**src/rtl/forth_stack_engine_if.sv**
```systemverilog
// Op/status bundle for forth_stack_engine: the bench or core drives ops, the
// engine reports its cached stack view and sticky error flags.
interface forth_stack_engine_if #(
  parameter int DATA_WIDTH = 16,
  parameter int DEPTH      = 16
);
  localparam int CNT_W = $clog2(DEPTH + 3);

  // op_valid qualifies op/din for exactly the cycle it is high; there is no
  // ready (every op is sampled), and op_done reports acceptance one cycle later.
  logic                  op_valid;
  logic [2:0]            op;
  logic [DATA_WIDTH-1:0] din;
  logic                  clear_err;
  logic [DATA_WIDTH-1:0] tos;
  logic [DATA_WIDTH-1:0] nos;
  logic [CNT_W-1:0]      depth;
  logic                  empty;
  logic                  full;
  logic                  overflow;
  logic                  underflow;
  logic                  op_done;

  modport master (
    output op_valid, op, din, clear_err,
    input  tos, nos, depth, empty, full, overflow, underflow, op_done
  );

  modport slave (
    input  op_valid, op, din, clear_err,
    output tos, nos, depth, empty, full, overflow, underflow, op_done
  );
endinterface

```
**src/rtl/forth_stack_engine.sv**
```systemverilog
// Forth data stack: TOS/NOS cached in registers, deeper cells spilled to a
// DEPTH-entry array; every legal op completes in a single cycle.
module forth_stack_engine #(
  parameter int DATA_WIDTH = 16,
  parameter int DEPTH      = 16
) (
  input logic                read_clock,
  input logic                reset,
  forth_stack_engine_if.slave bus
);
  localparam int CNT_W = $clog2(DEPTH + 3);
  localparam int SP_W  = $clog2(DEPTH);
  localparam logic [CNT_W-1:0] FULL_CNT = CNT_W'(DEPTH + 2);
  localparam logic [CNT_W-1:0] C1 = CNT_W'(1);
  localparam logic [CNT_W-1:0] C2 = CNT_W'(2);
  localparam logic [CNT_W-1:0] C3 = CNT_W'(3);

  typedef enum logic [2:0] {
    OP_NOP     = 3'd0,
    OP_PUSH    = 3'd1,
    OP_DROP    = 3'd2,
    OP_DUP     = 3'd3,
    OP_SWAP    = 3'd4,
    OP_OVER    = 3'd5,
    OP_REPLACE = 3'd6,
    OP_BINARY  = 3'd7
  } op_e;

  logic [DATA_WIDTH-1:0] tos_q, tos_d, nos_q, nos_d;
  logic [CNT_W-1:0]      depth_q, depth_d;
  logic [SP_W-1:0]       sp_q, sp_d;
  logic                  ovf_q, ovf_d, unf_q, unf_d, done_q, done_d;
  logic [DATA_WIDTH-1:0] spill_q [DEPTH];

  op_e                   op_cur;
  logic                  has1, has2, has3, is_full;
  logic                  under, over, accept, spill_we;
  logic [SP_W-1:0]       push_idx, pop_sp;
  logic [DATA_WIDTH-1:0] pop_nos;

  assign op_cur = op_e'(bus.op);

  always_comb begin
    has1    = depth_q >= C1;
    has2    = depth_q >= C2;
    has3    = depth_q >= C3;
    is_full = depth_q == FULL_CNT;
    // sp_q names the topmost occupied spill cell and rests at 0 when none is,
    // so it never leaves 0..DEPTH-1; cells vacated with nothing below read 0.
    push_idx = has3 ? sp_q + SP_W'(1) : '0;
    pop_nos  = has3 ? spill_q[sp_q] : '0;
    pop_sp   = (depth_q > C3) ? sp_q - SP_W'(1) : '0;

    under = 1'b0;
    over  = 1'b0;
    case (op_cur)
      OP_PUSH:    over  = is_full;
      OP_DROP:    under = !has1;
      OP_DUP:     begin under = !has1; over = has1 && is_full; end
      OP_SWAP:    under = !has2;
      OP_OVER:    begin under = !has2; over = has2 && is_full; end
      OP_REPLACE: under = !has1;
      OP_BINARY:  under = !has2;
      default:    ;
    endcase
    accept = bus.op_valid && !under && !over;

    tos_d    = tos_q;
    nos_d    = nos_q;
    depth_d  = depth_q;
    sp_d     = sp_q;
    spill_we = 1'b0;
    if (accept) begin
      case (op_cur)
        OP_PUSH: begin
          spill_we = has2;
          sp_d     = push_idx;
          nos_d    = tos_q;
          tos_d    = bus.din;
          depth_d  = depth_q + C1;
        end
        OP_DROP: begin
          tos_d   = nos_q;
          nos_d   = pop_nos;
          sp_d    = pop_sp;
          depth_d = depth_q - C1;
        end
        OP_DUP: begin
          spill_we = has2;
          sp_d     = push_idx;
          nos_d    = tos_q;
          depth_d  = depth_q + C1;
        end
        OP_SWAP: begin
          tos_d = nos_q;
          nos_d = tos_q;
        end
        OP_OVER: begin
          spill_we = has2;
          sp_d     = push_idx;
          nos_d    = tos_q;
          tos_d    = nos_q;
          depth_d  = depth_q + C1;
        end
        OP_REPLACE: tos_d = bus.din;
        OP_BINARY: begin
          tos_d   = bus.din;
          nos_d   = pop_nos;
          sp_d    = pop_sp;
          depth_d = depth_q - C1;
        end
        default: ;
      endcase
    end

    // A fresh error outranks a simultaneous clear.
    ovf_d  = (bus.op_valid && over)  ? 1'b1 : (bus.clear_err ? 1'b0 : ovf_q);
    unf_d  = (bus.op_valid && under) ? 1'b1 : (bus.clear_err ? 1'b0 : unf_q);
    done_d = accept;
  end

  always_ff @(posedge read_clock) begin
    if (reset) begin
      tos_q   <= '0;
      nos_q   <= '0;
      depth_q <= '0;
      sp_q    <= '0;
      ovf_q   <= 1'b0;
      unf_q   <= 1'b0;
      done_q  <= 1'b0;
    end else begin
      tos_q   <= tos_d;
      nos_q   <= nos_d;
      depth_q <= depth_d;
      sp_q    <= sp_d;
      ovf_q   <= ovf_d;
      unf_q   <= unf_d;
      done_q  <= done_d;
    end
  end

  always_ff @(posedge read_clock) begin
    if (spill_we && !reset) spill_q[push_idx] <= nos_q;
  end

  assign bus.tos       = tos_q;
  assign bus.nos       = nos_q;
  assign bus.depth     = depth_q;
  assign bus.empty     = depth_q == '0;
  assign bus.full      = depth_q == FULL_CNT;
  assign bus.overflow  = ovf_q;
  assign bus.underflow = unf_q;
  assign bus.op_done   = done_q;
endmodule

```
**src/flat_wrapper.sv**
```systemverilog
// flat-port wrapper written by rule: the top's interface ports become plain ports
module forth_stack_engine_flat 
#(
  parameter int DATA_WIDTH = 16,
  parameter int DEPTH      = 16
)
  (read_clock, reset, bus_op_valid, bus_op, bus_din, bus_clear_err, bus_tos, bus_nos, bus_depth, bus_empty, bus_full, bus_overflow, bus_underflow, bus_op_done);
  forth_stack_engine_if #(.DATA_WIDTH(DATA_WIDTH), .DEPTH(DEPTH)) bus_i ();
  input logic read_clock;
  input logic reset;
  input wire logic [$bits(bus_i.op_valid)-1:0] bus_op_valid;
  input wire logic [$bits(bus_i.op)-1:0] bus_op;
  input wire logic [$bits(bus_i.din)-1:0] bus_din;
  input wire logic [$bits(bus_i.clear_err)-1:0] bus_clear_err;
  output wire logic [$bits(bus_i.tos)-1:0] bus_tos;
  output wire logic [$bits(bus_i.nos)-1:0] bus_nos;
  output wire logic [$bits(bus_i.depth)-1:0] bus_depth;
  output wire logic [$bits(bus_i.empty)-1:0] bus_empty;
  output wire logic [$bits(bus_i.full)-1:0] bus_full;
  output wire logic [$bits(bus_i.overflow)-1:0] bus_overflow;
  output wire logic [$bits(bus_i.underflow)-1:0] bus_underflow;
  output wire logic [$bits(bus_i.op_done)-1:0] bus_op_done;
  assign bus_i.op_valid = bus_op_valid;
  assign bus_i.op = bus_op;
  assign bus_i.din = bus_din;
  assign bus_i.clear_err = bus_clear_err;
  assign bus_tos = bus_i.tos;
  assign bus_nos = bus_i.nos;
  assign bus_depth = bus_i.depth;
  assign bus_empty = bus_i.empty;
  assign bus_full = bus_i.full;
  assign bus_overflow = bus_i.overflow;
  assign bus_underflow = bus_i.underflow;
  assign bus_op_done = bus_i.op_done;
  forth_stack_engine #(.DATA_WIDTH(DATA_WIDTH), .DEPTH(DEPTH)) u_core (.read_clock(read_clock), .reset(reset), .bus(bus_i));
endmodule
```
**config.mk**
```make
export PLATFORM = sky130hd
export DESIGN_NAME = forth_stack_engine_flat
export DESIGN_NICKNAME = d
export VERILOG_FILES = /design/src/rtl/forth_stack_engine_if.sv /design/src/rtl/forth_stack_engine.sv /design/src/flat_wrapper.sv
export SDC_FILE = /design/constraint.sdc
export NUM_CORES = 1
export LEC_CHECK = 0
export ABC_AREA = 1
export CORE_MARGIN = 4
export CORE_UTILIZATION = 54
export CTS_CLUSTER_DIAMETER = 100
export DETAILED_ROUTE_END_ITERATION = 16
export HOLD_SLACK_MARGIN = 0.05
export PLACE_DENSITY = 0.76
export SLEW_MARGIN = 20
export SYNTH_ARGS = -nofsm -noshare
export SYNTH_HDL_FRONTEND = slang
export SYNTH_SLANG_ARGS = --single-unit
```
**constraint.sdc**
```tcl
create_clock -name read_clock -period 2.95 [get_ports read_clock]
set_input_delay 0.4425 -clock read_clock [delete_from_list [all_inputs] [get_ports read_clock]]
set_output_delay 0.4425 -clock read_clock [all_outputs]
set_load 0.05 [all_outputs]
```
Word level (Yosys, flattened, before mapping):

Memories as Yosys holds them, arrays and structs flattened. A register that Yosys moved wholly into a read port is not among the register bits.
Index checks and enable logic that the tools add are counted.
W data, S select, Z words.

* bits in registers: 44
* memory bits (writable): 256
* bits of input ports: 23
* word-level logic and storage cells: 70
* memories: 1

Memories
* u_core.spill_q: words 16, width 16, read ports 1, clocked after memory_dff 1, wr ports 1, line forth_stack_engine.sv:33 `logic [DATA_WIDTH-1:0] spill_q [DEPTH];`

* add/sub/neg operators: 4
* magnitude comparators: 4
* equal/unequal tests: 8
* multiplexer cells: 18
* reductions and logical operators: 28

Operator list (count)
* $pmux W16 S2: 2
* $mux W16: 1
* $mux W4: 4
* $reduce_or A3 Y1: 5
* $eq A3 B3 Y1 const B: 4
* $ge A5 B2 Y1 const B: 2
* $pmux W5 S2: 1
* $reduce_bool A2 Y1: 5
* $pmux W4 S2: 1
* $logic_and A1 B1 Y1: 7
* $mux W1: 7
* $eq A3 B2 Y1 const B: 2
* $reduce_and A2 Y1: 3
* $add A5 B1 Y5 const B: 1
* $eq A5 B5 Y1 const B: 1
* $ge A5 B1 Y1 const B: 1
* $gt A5 B2 Y1 const B: 1
* $logic_not A1 Y1: 5
* $logic_not A5 Y1: 1
* $sub A5 B1 Y5 const B: 1
* $add A4 B1 Y4 const B: 1
* $reduce_or A4 Y1: 1
* $sub A4 B1 Y4 const B: 1
* $eq A3 B1 Y1 const B: 1
* 3 further kinds: 3

Longest topological paths before layout:

Gate-level depths: netlist (run 1).

* depth after elaboration: 10
* mapped depth: 13
* gate-level depth less buffers: 12

Worst setup path after synthesis (run 1):

Ideal clock, no wire load.

* path type: flip-flop to flip-flop
* from: reg u_core.depth_q[0], in the netlist u_core.bus.depth[0]
* to: mem u_core.spill_q[3][0], enable pin
* library setup time: 409 ps
* arrival: 2772 ps
* required time: 2541 ps
* setup slack: -231 ps
* stages on the path, launching flop included: 8
* buffers on the path: 0
* clock period less this slack: 3181 ps
* cell sequence: dfxtp_1 > inv_1 > ha_1 > nand3_2 > nor2_4 > nor2_4 > nand3_1 > nor3_1

* word-level cells in the longest chain between the ends: 10

RTL lines
* start, declared: line forth_stack_engine.sv:30 `logic [CNT_W-1:0] depth_q, depth_d;`
* start signal, assigned: line forth_stack_engine.sv:134 `depth_q <= depth_d;`
* $ge A5 B2 Y1 or $ge A5 B1 Y1 (tied branches): line forth_stack_engine.sv:45, forth_stack_engine.sv:44
* $logic_not A1 Y1 (on tied branches)
* $pmux W1 S2: line forth_stack_engine.sv:56 `case (op_cur)`
* $logic_not A1 Y1: line forth_stack_engine.sv:66 `accept = bus.op_valid && !under && !over;`
* $logic_and A1 B1 Y1 (2 in a row): line forth_stack_engine.sv:66
* $mux W1: line forth_stack_engine.sv:73 `if (accept) begin`
* $logic_and A1 B1 Y1: line forth_stack_engine.sv:143 `if (spill_we && !reset) spill_q[push_idx] <= nos_q;`
* $mux W1: line forth_stack_engine.sv:143
* $mux W1 (not written as such): line forth_stack_engine.sv:143
* end, declared: line forth_stack_engine.sv:33

Parallel ways exist; a longest one is shown, timed or not.

Worst setup path after layout (run 1):

* from: reg u_core.depth_q[0], in the netlist u_core.bus.depth[0]
* to: out bus_full

* word-level cells in the longest chain between the ends: 1

RTL lines
* $eq A5 B5 Y1: line forth_stack_engine.sv:150 `assign bus.full = depth_q == FULL_CNT;`
* end, declared: line flat_wrapper.sv:19 `output wire logic [$bits(bus_i.full)-1:0] bus_full;`

No other way between the ends.

==> run metrics, run 1 <==
outcome finished clean; hold path start u_core.bus.underflow$_SDFFE_PP0P_; largest net degree at the start of global routing 129; critical path class flip-flop to primary output; Hold Slack between 0.4 and 0.5 ns; R2R setup slack 0.26 ns; Overflow after GRT 0; Worst path depth 5; sequential fraction of the synthesis area 65.20%; Critical Path Start u_core.bus.depth[0]$_SDFFE_PP0N_; leakage power around 6.0 nW; worst-skew pair later-pin latency 0.56 ns; initial drt markers about 1.1k; Distinct cells, synth 29; final setup violating endpoints 0; Crit path required time 2.51 ns; Avg WL per Cell 19.98 um; Vias per Instance approximately 5.6; synthesized area per cell 9.906 um^2; port bufs 64; GP Congestion 0.9154; crit-path max FO 7; nets roughly 1.5k; Post-synth EDFFs 256; vias in the first global route 9514; # rows between 50 and 60; post-DP HPWL roughly 23 mm; top cells by area, synth edfxtp_1 58%, nand2_1 12%, nand3_1 9.8%; yosys warns 0; RSZ-0062 raised after global routing no; reg2reg path depth 11; ANT cells 0; area leader, netlist edfxtp_1; Die Area around 0.027 mm^2; Syn Nets roughly 1.4k; maximum VDD drop between 0.0004 and 0.0005 V; CTS Buf Count 30; Slew Limit Fails 0; mapped cell area 0.01326 mm^2; startpoint types flip-flop; Hold WC Path Type flip-flop to flip-flop; most frequent CP cell inv_1; most frequent cell after synthesis nand2_1; die height 164.7 um; slowest CP cell clkdlybuf4s50_1; reg2reg start u_core.bus.depth[0]$_SDFFE_PP0N_; DRC 0; Sink Count 304; Die X-Extent 164.7 um; CORE AREA 0.02425 mm^2; post-layout min period about 2.8 ns; post_cts resized 0; max-capacitance violation count 0; Worst Skew 0.01536 ns; io pins 65; Initial Util 54.70%; Final ANT Viol Nets 0; Slew headroom 50.17%; Tcrit/Tclk final 94.71%; CTS tree built; highest attainable clock frequency 357.9 MHz; pre-CTS WS 0.07175 ns; first-pass GRT wire length 53.90 mm; Synth top cells by count 437 x nand2_1, 260 x nand3_1, 256 x edfxtp_1; total track usage 26.28%; Mapped Cells 1339; hold path cells 2; layout cells sized above 1 10.48%; hold endpoint u_core.bus.underflow$_SDFFE_PP0P_; worst-margin pin slew 0.7474 ns; pwr dens a little under 700 mW/mm^2; CP delay by family, top buffers and inverters; clock-pin slew on the worst setup and hold paths 0.07 ns; Worst EP arrival 2.35 ns; Hold Buf Count CTS 0; # fillers 1880; P&R area growth vs syn 17.53%; H-tree depth reported by CTS 1; RR Endpoint u_core.spill_q[8][2]$_DFFE_PP_; number of setup buffers added after CTS 0; Yosys reg bits 304; crit-path cells inv_1, ha_1, nand3_2, inv_1, clkdlybuf4s50_1; First-pass DRT Iterations 6; routed wire length 35.45 mm; Max clock buf depth 3; final hold vios 0; setup slack after layout roughly 0.16 ns; via count 9981; Primary FF master, synth edfxtp_1; worst path buffer plus inverter count 3; share of the synthesized area in the top cell type about 58%; Root Driver clkbuf_16; initial antenna violation count 1; CP peak stage delay 0.80 ns; Worst Setup End Kind primary output; asr flop ratio synth 0%
## flip-flops by register name (all words and copies together) (netlist names), named ones only
signal                cells
u_core.spill_q          256
u_core.bus.nos           16
u_core.bus.tos           16
u_core.bus.depth          5
u_core.sp_q               4
u_core.bus.op_done        1
u_core.bus.overflow       1
u_core.bus.underflow      1
## layer usage
metal | wire length [um] | share of wire, % | track usage (%) | vias to the layer above
met5 | 13 | 0.037 | 0 | -
met4 | 1601 | 4.5 | 10.81 | 2
met3 | 3374 | 9.5 | 4.118 | 95
met2 | 16280 | 46 | 41.86 | 537
met1 | 14180 | 40 | 36.39 | 4700
li1 | - | - | - | 4647
## stage by stage
step	instance area [um^2]	TNS, ns	utilization [%]	instances	total power [W]
after global routing	15590	0	64.29	1774	0.01098
after detailed placement	14500	0	59.81	1718	0.006539
after CTS	15590	0	64.29	1774	0.01064
after global placement	14500	0	59.81	1718	0.006512
final	15590	0	64.29	1774	0.01062
after floorplan	13260	-14.78	-	1339	0.005950
## cell usage in the layout, fill, tap and decap left out, types with 3 or more instances in the layout
cell type and n:
ha_1 7, clkbuf_1 4, clkinv_1 8, nand2_1 437, bufinv_16 8, edfxtp_1 256, dfxtp_1 45, clkdlybuf4s50_1 64
nand3_2 4, nor2_1 136, buf_12 4, buf_4 57, o21ai_0 6, nor2_4 5, nor3_2 4, inv_2 8
a21oi_1 7, inv_1 52, nand2_2 4, nand3_1 260, xor2_1 9, nor2_8 3, clkbuf_16 30, nand4_1 3
nor2_2 8, clkinv_2 6
## worst reg2reg max path: cells and delay by family, from the launching register on
| kind | cells | cell delay, ns |
|---|---|---|
| AND/OR/NAND/NOR | 7 | 1.28 |
| buffers and inverters | 3 | 0.48 |
| flip-flops | 1 | 0.38 |
| adder cells (fa/ha/maj) | 1 | 0.23 |
## cell families after synthesis
family                     share of synthesized area, %
AOI/OAI and AO/OA                                0.5565
xor gates and xnor gates                         0.7264
adders and majority gates                        0.6603
buffers and inverters                             4.528
DFF                                               65.20
and+or+nand+nor                                   28.33
## how the worst max path moves through the flow
stage / end / slack (ns)
after floorplan: u_core.spill_q[3][0]$_DFFE_PP_ / -0.23
after detailed placement: u_core.spill_q[8][11]$_DFFE_PP_ / 0.07
after global routing: bus_full / 0.08
after global placement: u_core.spill_q[8][11]$_DFFE_PP_ / 0.14
after CTS: bus_full / 0.15
final: bus_full / 0.16
## layout make-up
class                           instances  area, um^2  area share [%]
Multi-Input combinational cell        901        4050           25.98
Inverter                               64       244.0           1.565
Tap cell                              324       405.4           2.601
Timing Repair Buffer                  125        1149           7.368
Sequential cell                       304        8655           55.52
Clock inverter                         22       320.3           2.055
Clock buffer                           34       765.7           4.912
## where the power goes
| part | internal (W) | total (W) | leakage, nW | switching (W) |
|---|---|---|---|---|
| clock | 0.00256 | 0.00415 | 0.528 | 0.00159 |
| sequential | 0.00478 | 0.00488 | 2.74 | 0.0000939 |
| combinational | 0.000462 | 0.00160 | 2.78 | 0.00113 |
Note: power is estimated with default switching activity, not from simulation.
==> run 2, diff against run 1 <==
Settings changed: GPL_ROUTABILITY_DRIVEN set to 0.
==> run metrics, run 2 (synthesized netlist as in run 1, its figures left out) <==
outcome finished clean; maximum VDD drop 0.0004858 V (+3.9%); worst-skew pair later-pin latency 0.55 ns (about the same); switching pwr 0.002768 W (-1.7%); Worst Setup End Kind primary output; port bufs 64 (unchanged); vias in the first global route 9545 (+0.33%); Slew headroom 52.42% (+2.3 points); total track usage 25.98% (-0.29 points); CTS Buf Count 29 (-3.3%); nets 1449 (-0.48%); P&R area growth vs syn 17.16%; Initial Util 54.70% (unchanged); Vias per Instance 5.642 (+0.27%); Sink Count 304 (unchanged); die height 164.7 um (unchanged); reg2reg path depth 11 (unchanged); slowest CP cell clkdlybuf4s50_1; initial drt markers 1213 (+12%); number of setup buffers added after CTS 0 (unchanged); critical path class flip-flop to primary output; Sw Ratio 26.51% (about the same); CORE AREA 0.02425 mm^2 (unchanged); initial antenna violation count 1 (unchanged); Hold Slack 0.4840 ns (+0.01071 ns); hold path start u_core.bus.underflow$_SDFFE_PP0P_; Crit path required time 2.51 ns (about the same); post-DP HPWL 22.95 mm (about the same); first-pass GRT wire length 53.82 mm (-0.14%); Root Driver clkbuf_16; largest net degree at the start of global routing 129 (unchanged); pre-CTS WS 0.2170 ns (+0.1453 ns); commonest non-fill, non-tap cell in the layout nand2_1; Worst Skew 0.02046 ns (+0.005100 ns); Die X-Extent 164.7 um (unchanged); reg2reg start u_core.bus.depth[0]$_SDFFE_PP0N_; leakage power 6.005 nW (-0.62%); number of flip-flops in the largest register 256 (unchanged); hold path cells 2 (unchanged); Worst EP arrival 2.29 ns (-0.06 ns); post-layout min period 2.736 ns (-0.05809 ns); via count 9963 (-0.18%); setup slack after layout 0.2141 ns (+0.05809 ns); final hold vios 0 (unchanged); most frequent CP cell inv_1; Slew Limit Fails 0 (unchanged); commonest non-fill, non-tap cells in the layout 437 x nand2_1, 260 x nand3_1, 256 x edfxtp_1; ANT cells 0 (unchanged); final setup violating endpoints 0 (unchanged); startpoint types flip-flop; R2R setup slack 0.50 ns (+0.24 ns); # fillers 1836 (-2.3%); layout cells sized above 1 10.19% (-0.29 points); Die Area 0.02713 mm^2 (unchanged); routed wire length 34.94 mm (-1.4%); Final ANT Viol Nets 0 (unchanged); Hold WC Path Type flip-flop to flip-flop; crit-path max FO 7 (unchanged); CTS tree built; Avg WL per Cell 19.79 um (-0.98%); Int Power 0.007674 W (-1.7%); crit-path cells inv_1, ha_1, nand3_2, inv_1, clkdlybuf4s50_1; Overflow after GRT 0 (unchanged); Sequential Power Share 46.7% (+0.8 points); DRC 0 (unchanged); Gate power share 15.1% (about the same); # rows 57 (unchanged); pwr dens 672.0 mW/mm^2 (-1.4%); clock-pin slew on the worst setup and hold paths 0.06 ns (about the same); First-pass DRT Iterations 5 (-1); Critical Path Start u_core.bus.depth[0]$_SDFFE_PP0N_; worst-margin pin slew 0.7137 ns (-0.03376 ns); io pins 65 (unchanged); RR Endpoint u_core.spill_q[9][11]$_DFFE_PP_; Tcrit/Tclk final 92.74% (-2.0 points); post_cts resized 0 (unchanged); Max clock buf depth 3 (unchanged); H-tree depth reported by CTS 1 (unchanged); Hold Buf Count CTS 0 (unchanged); Biggest register u_core.spill_q; highest attainable clock frequency 365.5 MHz (+2.1%); max-capacitance violation count 0 (unchanged); CP peak stage delay 0.80 ns (about the same); Clock power frac 38.2% (-0.9 points); RSZ-0062 raised after global routing no; crit path to bus_full
## run 2: cell types whose count changed in the layout (fill, tap and decap cells not counted)
cell        delta
buf_12         +3
buf_4          -9
bufinv_16      -2
clkbuf_1       +1
clkbuf_16      -1
clkbuf_8       +4
clkinv_1       -4
clkinv_2       -1
clkinv_4       -1
clkinvlp_2     +1
inv_6          +1
## run 2: worst max-delay path, delay by kind of cell, from the launching register on
family	cells	cell delay (ns)
and+or+nand+nor	1	0.12
adders and majority gates	1	0.22
DFF	1	0.37
buffers and inverters	3	1.05
## run 2: per-layer routing
layer | global-route usage [%] | part of all wire (%) | up-vias
li1 | - | - | 4635
met1 | 36.66 | 40 | 4672
met2 | 41.67 | 46 | 567
met3 | 3.444 | 10 | 87
met4 | 9.641 | 4.3 | 2
met5 | 0 | 0.037 | -
## run 2: through the flow
| step | util, % | total power [W] | setup TNS, ns | area, um^2 | instances |
|---|---|---|---|---|---|
| final | 64.09 | 0.01044 | 0 | 15540 | 1766 |
| after global routing | 64.09 | 0.01082 | 0 | 15540 | 1766 |
| after CTS | 64.09 | 0.01045 | 0 | 15540 | 1766 |
| after detailed placement | 59.78 | 0.006526 | 0 | 14500 | 1712 |
| after global placement | 59.78 | 0.006500 | 0 | 14500 | 1712 |
| after floorplan | - | 0.005950 | -14.78 | 13260 | 1339 |
## run 2: cell type report
cell class	count	area, um^2	share of cell area [%]
inverters	64	244.0	1.570
repair buffers	119	1141	7.343
clock buffers	38	799.5	5.145
flip-flops and latches	304	8655	55.69
multi-input cells	901	4050	26.06
well taps	324	405.4	2.609
clock inverters	16	245.2	1.578
## run 2: power groups by stage
stage                     clock (W)  sequential [W]  combinational [W]
after floorplan                   0         0.00517           0.000778
after global placement            0         0.00497            0.00153
after detailed placement          0         0.00497            0.00155
after CTS                   0.00400         0.00488            0.00157
after global routing        0.00422         0.00488            0.00171
final                       0.00398         0.00488            0.00158
## run 2: how the worst min path moves through the flow
stage	end	slack, ns
floorplan	u_core.bus.depth[2]$_SDFFE_PP0N_	0.51
global placement	u_core.bus.overflow$_SDFFE_PP0P_	0.46
detailed placement	u_core.bus.underflow$_SDFFE_PP0P_	0.47
CTS	u_core.bus.underflow$_SDFFE_PP0P_	0.49
global route	u_core.bus.tos[1]$_SDFFE_PP0P_	0.52
finish	u_core.bus.underflow$_SDFFE_PP0P_	0.48
